[src/rtl/cache_request_arbiter_pkg.sv]
// Shared types and default sizes for the two-port cache request arbiter.
package cache_request_arbiter_pkg;

  localparam int ADDR_W_DEF  = 15;
  localparam int LINE_W_DEF  = 128;
  localparam int TIMEOUT_DEF = 64;
  localparam int CNT_W_DEF   = 7;

  typedef enum logic [1:0] {
    ST_IDLE  = 2'd0,
    ST_ISSUE = 2'd1,
    ST_WAIT  = 2'd2,
    ST_RESP  = 2'd3
  } arb_state_e;

endpackage

[src/rtl/cache_request_arbiter_if.sv]
// Requester and cache-controller signals of the arbiter, bundled as one interface.
interface cache_request_arbiter_if #(
  parameter int ADDR_W = cache_request_arbiter_pkg::ADDR_W_DEF,
  parameter int LINE_W = cache_request_arbiter_pkg::LINE_W_DEF
);
  logic              req0;
  logic              req1;
  logic [ADDR_W-1:0] addr0;
  logic [ADDR_W-1:0] addr1;
  logic              ack0;
  logic              ack1;
  logic              err0;
  logic              err1;
  logic [LINE_W-1:0] rdata;
  logic              cache_start;
  logic [ADDR_W-1:0] cache_address;
  logic              cache_done;
  logic [LINE_W-1:0] cache_memOut;
  logic              busy;

  modport slave (
    input  req0, req1, addr0, addr1, cache_done, cache_memOut,
    output ack0, ack1, err0, err1, rdata, cache_start, cache_address, busy
  );

  modport master (
    output req0, req1, addr0, addr1, cache_done, cache_memOut,
    input  ack0, ack1, err0, err1, rdata, cache_start, cache_address, busy
  );
endinterface

[src/rtl/cache_request_arbiter_rr_picker.sv]
// Two-way round-robin pick: a lone requester wins, a tie goes to the port not granted last.
module cache_rr_picker (
  input  logic req0_i,
  input  logic req1_i,
  input  logic last_grant_i,
  output logic valid_o,
  output logic gnt_id_o
);
  assign valid_o  = req0_i | req1_i;
  assign gnt_id_o = (req0_i & req1_i) ? ~last_grant_i : req1_i;
endmodule

[src/rtl/cache_request_arbiter.sv]
// Round-robin front end for the direct-mapped cache: one lookup at a time,
// with a watchdog that aborts a lookup whose done never arrives.
module cache_request_arbiter
  import cache_request_arbiter_pkg::*;
#(
  parameter int ADDR_W  = ADDR_W_DEF,
  parameter int LINE_W  = LINE_W_DEF,
  parameter int TIMEOUT = TIMEOUT_DEF,
  parameter int CNT_W   = CNT_W_DEF
) (
  input  logic                    clk,
  input  logic                    rst,
  cache_request_arbiter_if.slave  bus
);

  arb_state_e        state_q, state_d;
  logic              gnt_id_q, gnt_id_d;
  logic              last_grant_q, last_grant_d;
  logic [ADDR_W-1:0] addr_q, addr_d;
  logic [LINE_W-1:0] rdata_q, rdata_d;
  logic [1:0]        ack_q, ack_d;
  logic [1:0]        err_q, err_d;
  logic              start_q, start_d;
  logic [CNT_W-1:0]  wd_q, wd_d;

  logic              pick_valid;
  logic              pick_gnt;
  logic [1:0]        port_hit;
  logic              wd_expired;

  cache_rr_picker u_picker (
    .req0_i       (bus.req0),
    .req1_i       (bus.req1),
    .last_grant_i (last_grant_q),
    .valid_o      (pick_valid),
    .gnt_id_o     (pick_gnt)
  );

  for (genvar gi = 0; gi < 2; gi++) begin : g_port
    assign port_hit[gi] = (gnt_id_q == 1'(gi));
  end

  assign wd_expired = (wd_q == CNT_W'(TIMEOUT - 1));

  always_comb begin
    state_d      = state_q;
    gnt_id_d     = gnt_id_q;
    last_grant_d = last_grant_q;
    addr_d       = addr_q;
    rdata_d      = rdata_q;
    wd_d         = wd_q;
    ack_d        = 2'b00;
    err_d        = 2'b00;
    start_d      = 1'b0;
    unique case (state_q)
      ST_IDLE: begin
        if (pick_valid) begin
          gnt_id_d = pick_gnt;
          addr_d   = pick_gnt ? bus.addr1 : bus.addr0;
          start_d  = 1'b1;
          state_d  = ST_ISSUE;
        end
      end
      ST_ISSUE: begin
        wd_d    = '0;
        state_d = ST_WAIT;
      end
      ST_WAIT: begin
        // done takes priority over an expiry on the same cycle
        if (bus.cache_done) begin
          rdata_d = bus.cache_memOut;
          ack_d   = port_hit;
          state_d = ST_RESP;
        end else if (wd_expired) begin
          rdata_d = '0;
          ack_d   = port_hit;
          err_d   = port_hit;
          state_d = ST_RESP;
        end else begin
          wd_d = wd_q + CNT_W'(1);
        end
      end
      ST_RESP: begin
        last_grant_d = gnt_id_q;
        state_d      = ST_IDLE;
      end
      default: state_d = ST_IDLE;
    endcase
  end

  always_ff @(posedge clk or posedge rst) begin
    if (rst) begin
      state_q      <= ST_IDLE;
      gnt_id_q     <= 1'b0;
      last_grant_q <= 1'b1;
      addr_q       <= '0;
      rdata_q      <= '0;
      ack_q        <= 2'b00;
      err_q        <= 2'b00;
      start_q      <= 1'b0;
      wd_q         <= '0;
    end else begin
      state_q      <= state_d;
      gnt_id_q     <= gnt_id_d;
      last_grant_q <= last_grant_d;
      addr_q       <= addr_d;
      rdata_q      <= rdata_d;
      ack_q        <= ack_d;
      err_q        <= err_d;
      start_q      <= start_d;
      wd_q         <= wd_d;
    end
  end

  assign bus.ack0          = ack_q[0];
  assign bus.ack1          = ack_q[1];
  assign bus.err0          = err_q[0];
  assign bus.err1          = err_q[1];
  assign bus.rdata         = rdata_q;
  assign bus.cache_start   = start_q;
  assign bus.cache_address = addr_q;
  assign bus.busy          = (state_q != ST_IDLE);

endmodule

[src/flat_wrapper.sv]
// flat-port wrapper written by rule: the top's interface ports become plain ports
module cache_request_arbiter_flat import cache_request_arbiter_pkg::*;
#(
  parameter int ADDR_W  = ADDR_W_DEF,
  parameter int LINE_W  = LINE_W_DEF,
  parameter int TIMEOUT = TIMEOUT_DEF,
  parameter int CNT_W   = CNT_W_DEF
)
  (clk, rst, bus_req0, bus_req1, bus_addr0, bus_addr1, bus_cache_done, bus_cache_memOut, bus_ack0, bus_ack1, bus_err0, bus_err1, bus_rdata, bus_cache_start, bus_cache_address, bus_busy);
  cache_request_arbiter_if #(.ADDR_W(ADDR_W), .LINE_W(LINE_W)) bus_i ();
  input  logic clk;
  input  logic rst;
  input wire logic [$bits(bus_i.req0)-1:0] bus_req0;
  input wire logic [$bits(bus_i.req1)-1:0] bus_req1;
  input wire logic [$bits(bus_i.addr0)-1:0] bus_addr0;
  input wire logic [$bits(bus_i.addr1)-1:0] bus_addr1;
  input wire logic [$bits(bus_i.cache_done)-1:0] bus_cache_done;
  input wire logic [$bits(bus_i.cache_memOut)-1:0] bus_cache_memOut;
  output wire logic [$bits(bus_i.ack0)-1:0] bus_ack0;
  output wire logic [$bits(bus_i.ack1)-1:0] bus_ack1;
  output wire logic [$bits(bus_i.err0)-1:0] bus_err0;
  output wire logic [$bits(bus_i.err1)-1:0] bus_err1;
  output wire logic [$bits(bus_i.rdata)-1:0] bus_rdata;
  output wire logic [$bits(bus_i.cache_start)-1:0] bus_cache_start;
  output wire logic [$bits(bus_i.cache_address)-1:0] bus_cache_address;
  output wire logic [$bits(bus_i.busy)-1:0] bus_busy;
  assign bus_i.req0 = bus_req0;
  assign bus_i.req1 = bus_req1;
  assign bus_i.addr0 = bus_addr0;
  assign bus_i.addr1 = bus_addr1;
  assign bus_i.cache_done = bus_cache_done;
  assign bus_i.cache_memOut = bus_cache_memOut;
  assign bus_ack0 = bus_i.ack0;
  assign bus_ack1 = bus_i.ack1;
  assign bus_err0 = bus_i.err0;
  assign bus_err1 = bus_i.err1;
  assign bus_rdata = bus_i.rdata;
  assign bus_cache_start = bus_i.cache_start;
  assign bus_cache_address = bus_i.cache_address;
  assign bus_busy = bus_i.busy;
  cache_request_arbiter #(.ADDR_W(ADDR_W), .LINE_W(LINE_W), .TIMEOUT(TIMEOUT), .CNT_W(CNT_W)) u_core (.clk(clk), .rst(rst), .bus(bus_i));
endmodule
[config.mk]
export PLATFORM = sky130hd
export DESIGN_NAME = cache_request_arbiter_flat
export DESIGN_NICKNAME = d
export VERILOG_FILES = /design/src/rtl/cache_request_arbiter_pkg.sv /design/src/rtl/cache_request_arbiter_if.sv /design/src/rtl/cache_request_arbiter_rr_picker.sv /design/src/rtl/cache_request_arbiter.sv /design/src/flat_wrapper.sv
export SDC_FILE = /design/constraint.sdc
export NUM_CORES = 1
export LEC_CHECK = 0
export ABC_AREA = 0
export CAP_MARGIN = 10
export CORE_MARGIN = 2
export CORE_UTILIZATION = 43
export DETAILED_ROUTE_END_ITERATION = 8
export PLACE_DENSITY = 0.82
export SLEW_MARGIN = 5
export SYNTH_ARGS = -nofsm -noshare
export SYNTH_HDL_FRONTEND = slang
export SYNTH_HIERARCHICAL = 1
export SYNTH_SLANG_ARGS = --single-unit
[constraint.sdc]
create_clock -name clk -period 11.3 [get_ports clk]
set_input_delay 1.695 -clock clk [delete_from_list [all_inputs] [get_ports clk]]
set_output_delay 1.695 -clock clk [all_outputs]
set_load 0.03 [all_outputs]
==> run_results.csv <==
group,metric,value,unit
synth,synth_compound_area_frac,0.217,
clock_network,cts_setup_buffers,0,
setup_path,max_stage_delay,690,ps
die,io_pins,312,
clock_network,insertion_delay,420,ps
setup_path,worstSetupPathType,"input port to flop",
setup_path,crit_buf_inv,2,
synth,yosys.area_share.simple,0.0349,
cells_and_area,final_cell_mix,"clkdlybuf4s50_1 (311), dfrtp_1 (158), a22o_1 (128)",
sta,slew_viol_final,0,
power,powerDensity,317,nW/um2
synth,synthAdderAreaFrac,0.0125,
clock_network,clockRootBuffer,"clkbuf_16",
setup_path,required,11640,ps
synth,ys_seq_elements,159,
setup_path,rr_worst_depth,5,
route,finalWirelength,18500,um
synth,ys_seq_area_frac,0.661,
hold_path,hold_path_depth,1,
cells_and_area,final_nets,896,
clock_network,post_cts_resized,0,
sta,hold_viol_final,0,
sta,max_slew_margin,0.257,
die,die_h,122,um
synth,ys.flop_type,"dfrtp_1",
power,p_leak,0.00439,uW
die,coreArea,13800,um2
run,max-cap-violations,0,
power,total_power,3100,uW
sta,holdWs,500,ps
synth,synth_top_family_by_area,"compound AO/OA/AOI/OAI gates",
synth,async_reset_ff_frac,1.00,
setup_path,path_max_fanout,66,
cells_and_area,n_antenna_cell,0,
synth,synth_area,6020,um2
setup_path,cp.depth,4,
sta,tightest_slew,1110,ps
place,post-place-ws,7290,ps
place,port-buffer-count,311,
clock_network,cts_buffer_depth,2,
sta,post-route-period-util,0.323,
sta,rsz0062_at_grt,"no",
clock_network,cts_max_level,4,
cells_and_area,instances_no_fill,919,
sta,period_needed,3650,ps
clock_network,cts_tree,"yes",
clock_network,cts_hold_buffers,0,
synth,synth_area_per_cell,14.0,um2
route,wl_per_cell,20.1,um
clock_network,clkTransAtPathRegs,60,ps
hold_path,hp-class,"flop to flop",
place,dp.cells,888,
die,start_util,0.437,
route,ant_nets,0,
synth,ys_types,33,
setup_path,arrival,3990,ps
clock_network,clkSinkCount,159,
route,routed_via_density,5.32,
outcome,status,"complete, no violations",
sta,skew,9.73,ps
place,place_congestion,0.774,
power,vdd_drop_max,0.147,mV
die,dieArea,15000,um2
global_route,grt_max_degree,102,
synth,synth_edf_count,0,
setup_path,crit_path_start_kind,"input port",
sta,fmax,274,MHz
synth,synth.area.mux_share,0.0320,
setup_path,path_cells,"clkdlybuf4s50_1 > and2_4 > buf_4 > a22o_1",
global_route,first_global_vias,5236,
setup_path,worstSetupEndpointType,"flop",
cells_and_area,layout-drive-gt1-share,0.0582,
route,vias,4885,
global_route,grt_overflow_total,0,
global_route,grt_pass1_wl,28100,um
global_route,grt_util_all_layers,0.247,
sta,timing.final.ws_setup,7650,ps
clock_network,numCtsBuffers,17,
sta,setup_viol_count_final,0,
sta,tns,0,ps
place,dpl.hpwl,12700,um
cells_and_area,area_delta_synth_final,62.6,%
synth,synthCells,429,
route,first_iter_violations,373,
setup_path,critPathSlowestCell,"buf_4",
synth,synth_xor_area_frac,0,
die,die_w,122,um
route,first_pass_iters,4,
die,rows,43,
synth,yosys_warnings,6,
synth,syn_nets,598,
setup_path,cp_top_family,"buffers and inverters",
cells_and_area,layout_commonest_cell,"clkdlybuf4s50_1",
global_route,grt_antenna_before_repair,0,
route,drcViolationCount,0,
==> cell type report <==
cell class | count | area, um2
fill | 950 | 3990
sequential | 159 | 3980
timing repair buffer | 315 | 3140
multi-input combinational | 228 | 1800
clock buffer | 19 | 453
tap | 180 | 225
clock inverter | 12 | 160
inverter | 6 | 27.5
==> state kept, by name, indices dropped and copies added, names as in the netlist <==
register	flops
u_core/ack_q	2
u_core/bus.cache_address	15
u_core/bus.cache_start	1
u_core/bus.rdata	128
u_core/err_q	2
u_core/gnt_id_q	1
u_core/last_grant_q	1
u_core/state_q	2
u_core/wd_q	7
==> synth_stat cells (all sizes together), types with 2 or more instances <==
cell    count  area [um2]
a21oi      18        93.8
a22o      128        1120
nand3       3        15.0
clkbuf      8        30.0
nor2       21        81.3
mux2i      17         170
and2        3        18.8
inv         6        22.5
o21ai       2        13.8
nand2       8        30.0
or2         2        12.5
nor2b       3        18.8
dfrtp     158        3950
ha          6        75.1
and3        3        18.8
a31oi       3        18.8
mux2        2        22.5
buf        28         203
==> report_power, final <==
group	internal, uW	total, uW	leakage, uW	switching (uW)
registers	825	979	0.00198	154
clock network	360	591	0.000300	231
logic	674	1530	0.00212	858
total	1860	3100	0.00439	1240
==> final timing paths <==
kind                                 startpoint                   end  slack [ps]
min in group asynchronous                   rst  u_core/bus.rdata[94]        1830
max reg2reg                   u_core/state_q[0]  u_core/bus.rdata[96]        8430
max                              bus_cache_done  u_core/bus.rdata[96]        7650
min reg2reg                u_core/bus.rdata[28]  u_core/bus.rdata[28]         500
min                        u_core/bus.rdata[28]  u_core/bus.rdata[28]         500
max in group asynchronous                   rst  u_core/bus.rdata[97]        8100
==> metrics by stage <==
stage	utilization	area (um2)
floorplan	-	6020
global placement	0.666	9170
detailed placement	0.666	9170
CTS	0.711	9790
global route	0.711	9790
finish	0.711	9790
==> logic make-up (layout without fill, tap and decap cells) <==
kind of cell             after synthesis  in the layout
AO/OA/AOI/OAI                        158            158
multiplexers                          19             19
buffers and inverters                 42            352
AND/OR/NAND/NOR                       45             45
flip-flops                           159            159
adder cells (fa/ha/maj)                6              6
==> metal layers <==
metal / vias to the layer above / part of all wire / GRT usage
met3: 43 / 0.073 / 0.0767
met4: 0 / 0.031 / 0.114
met2: 219 / 0.51 / 0.417
met1: 2426 / 0.39 / 0.289
met5: - / 0 / 0
li1: 2197 / - / -
Power figures use the tool's default switching activity.
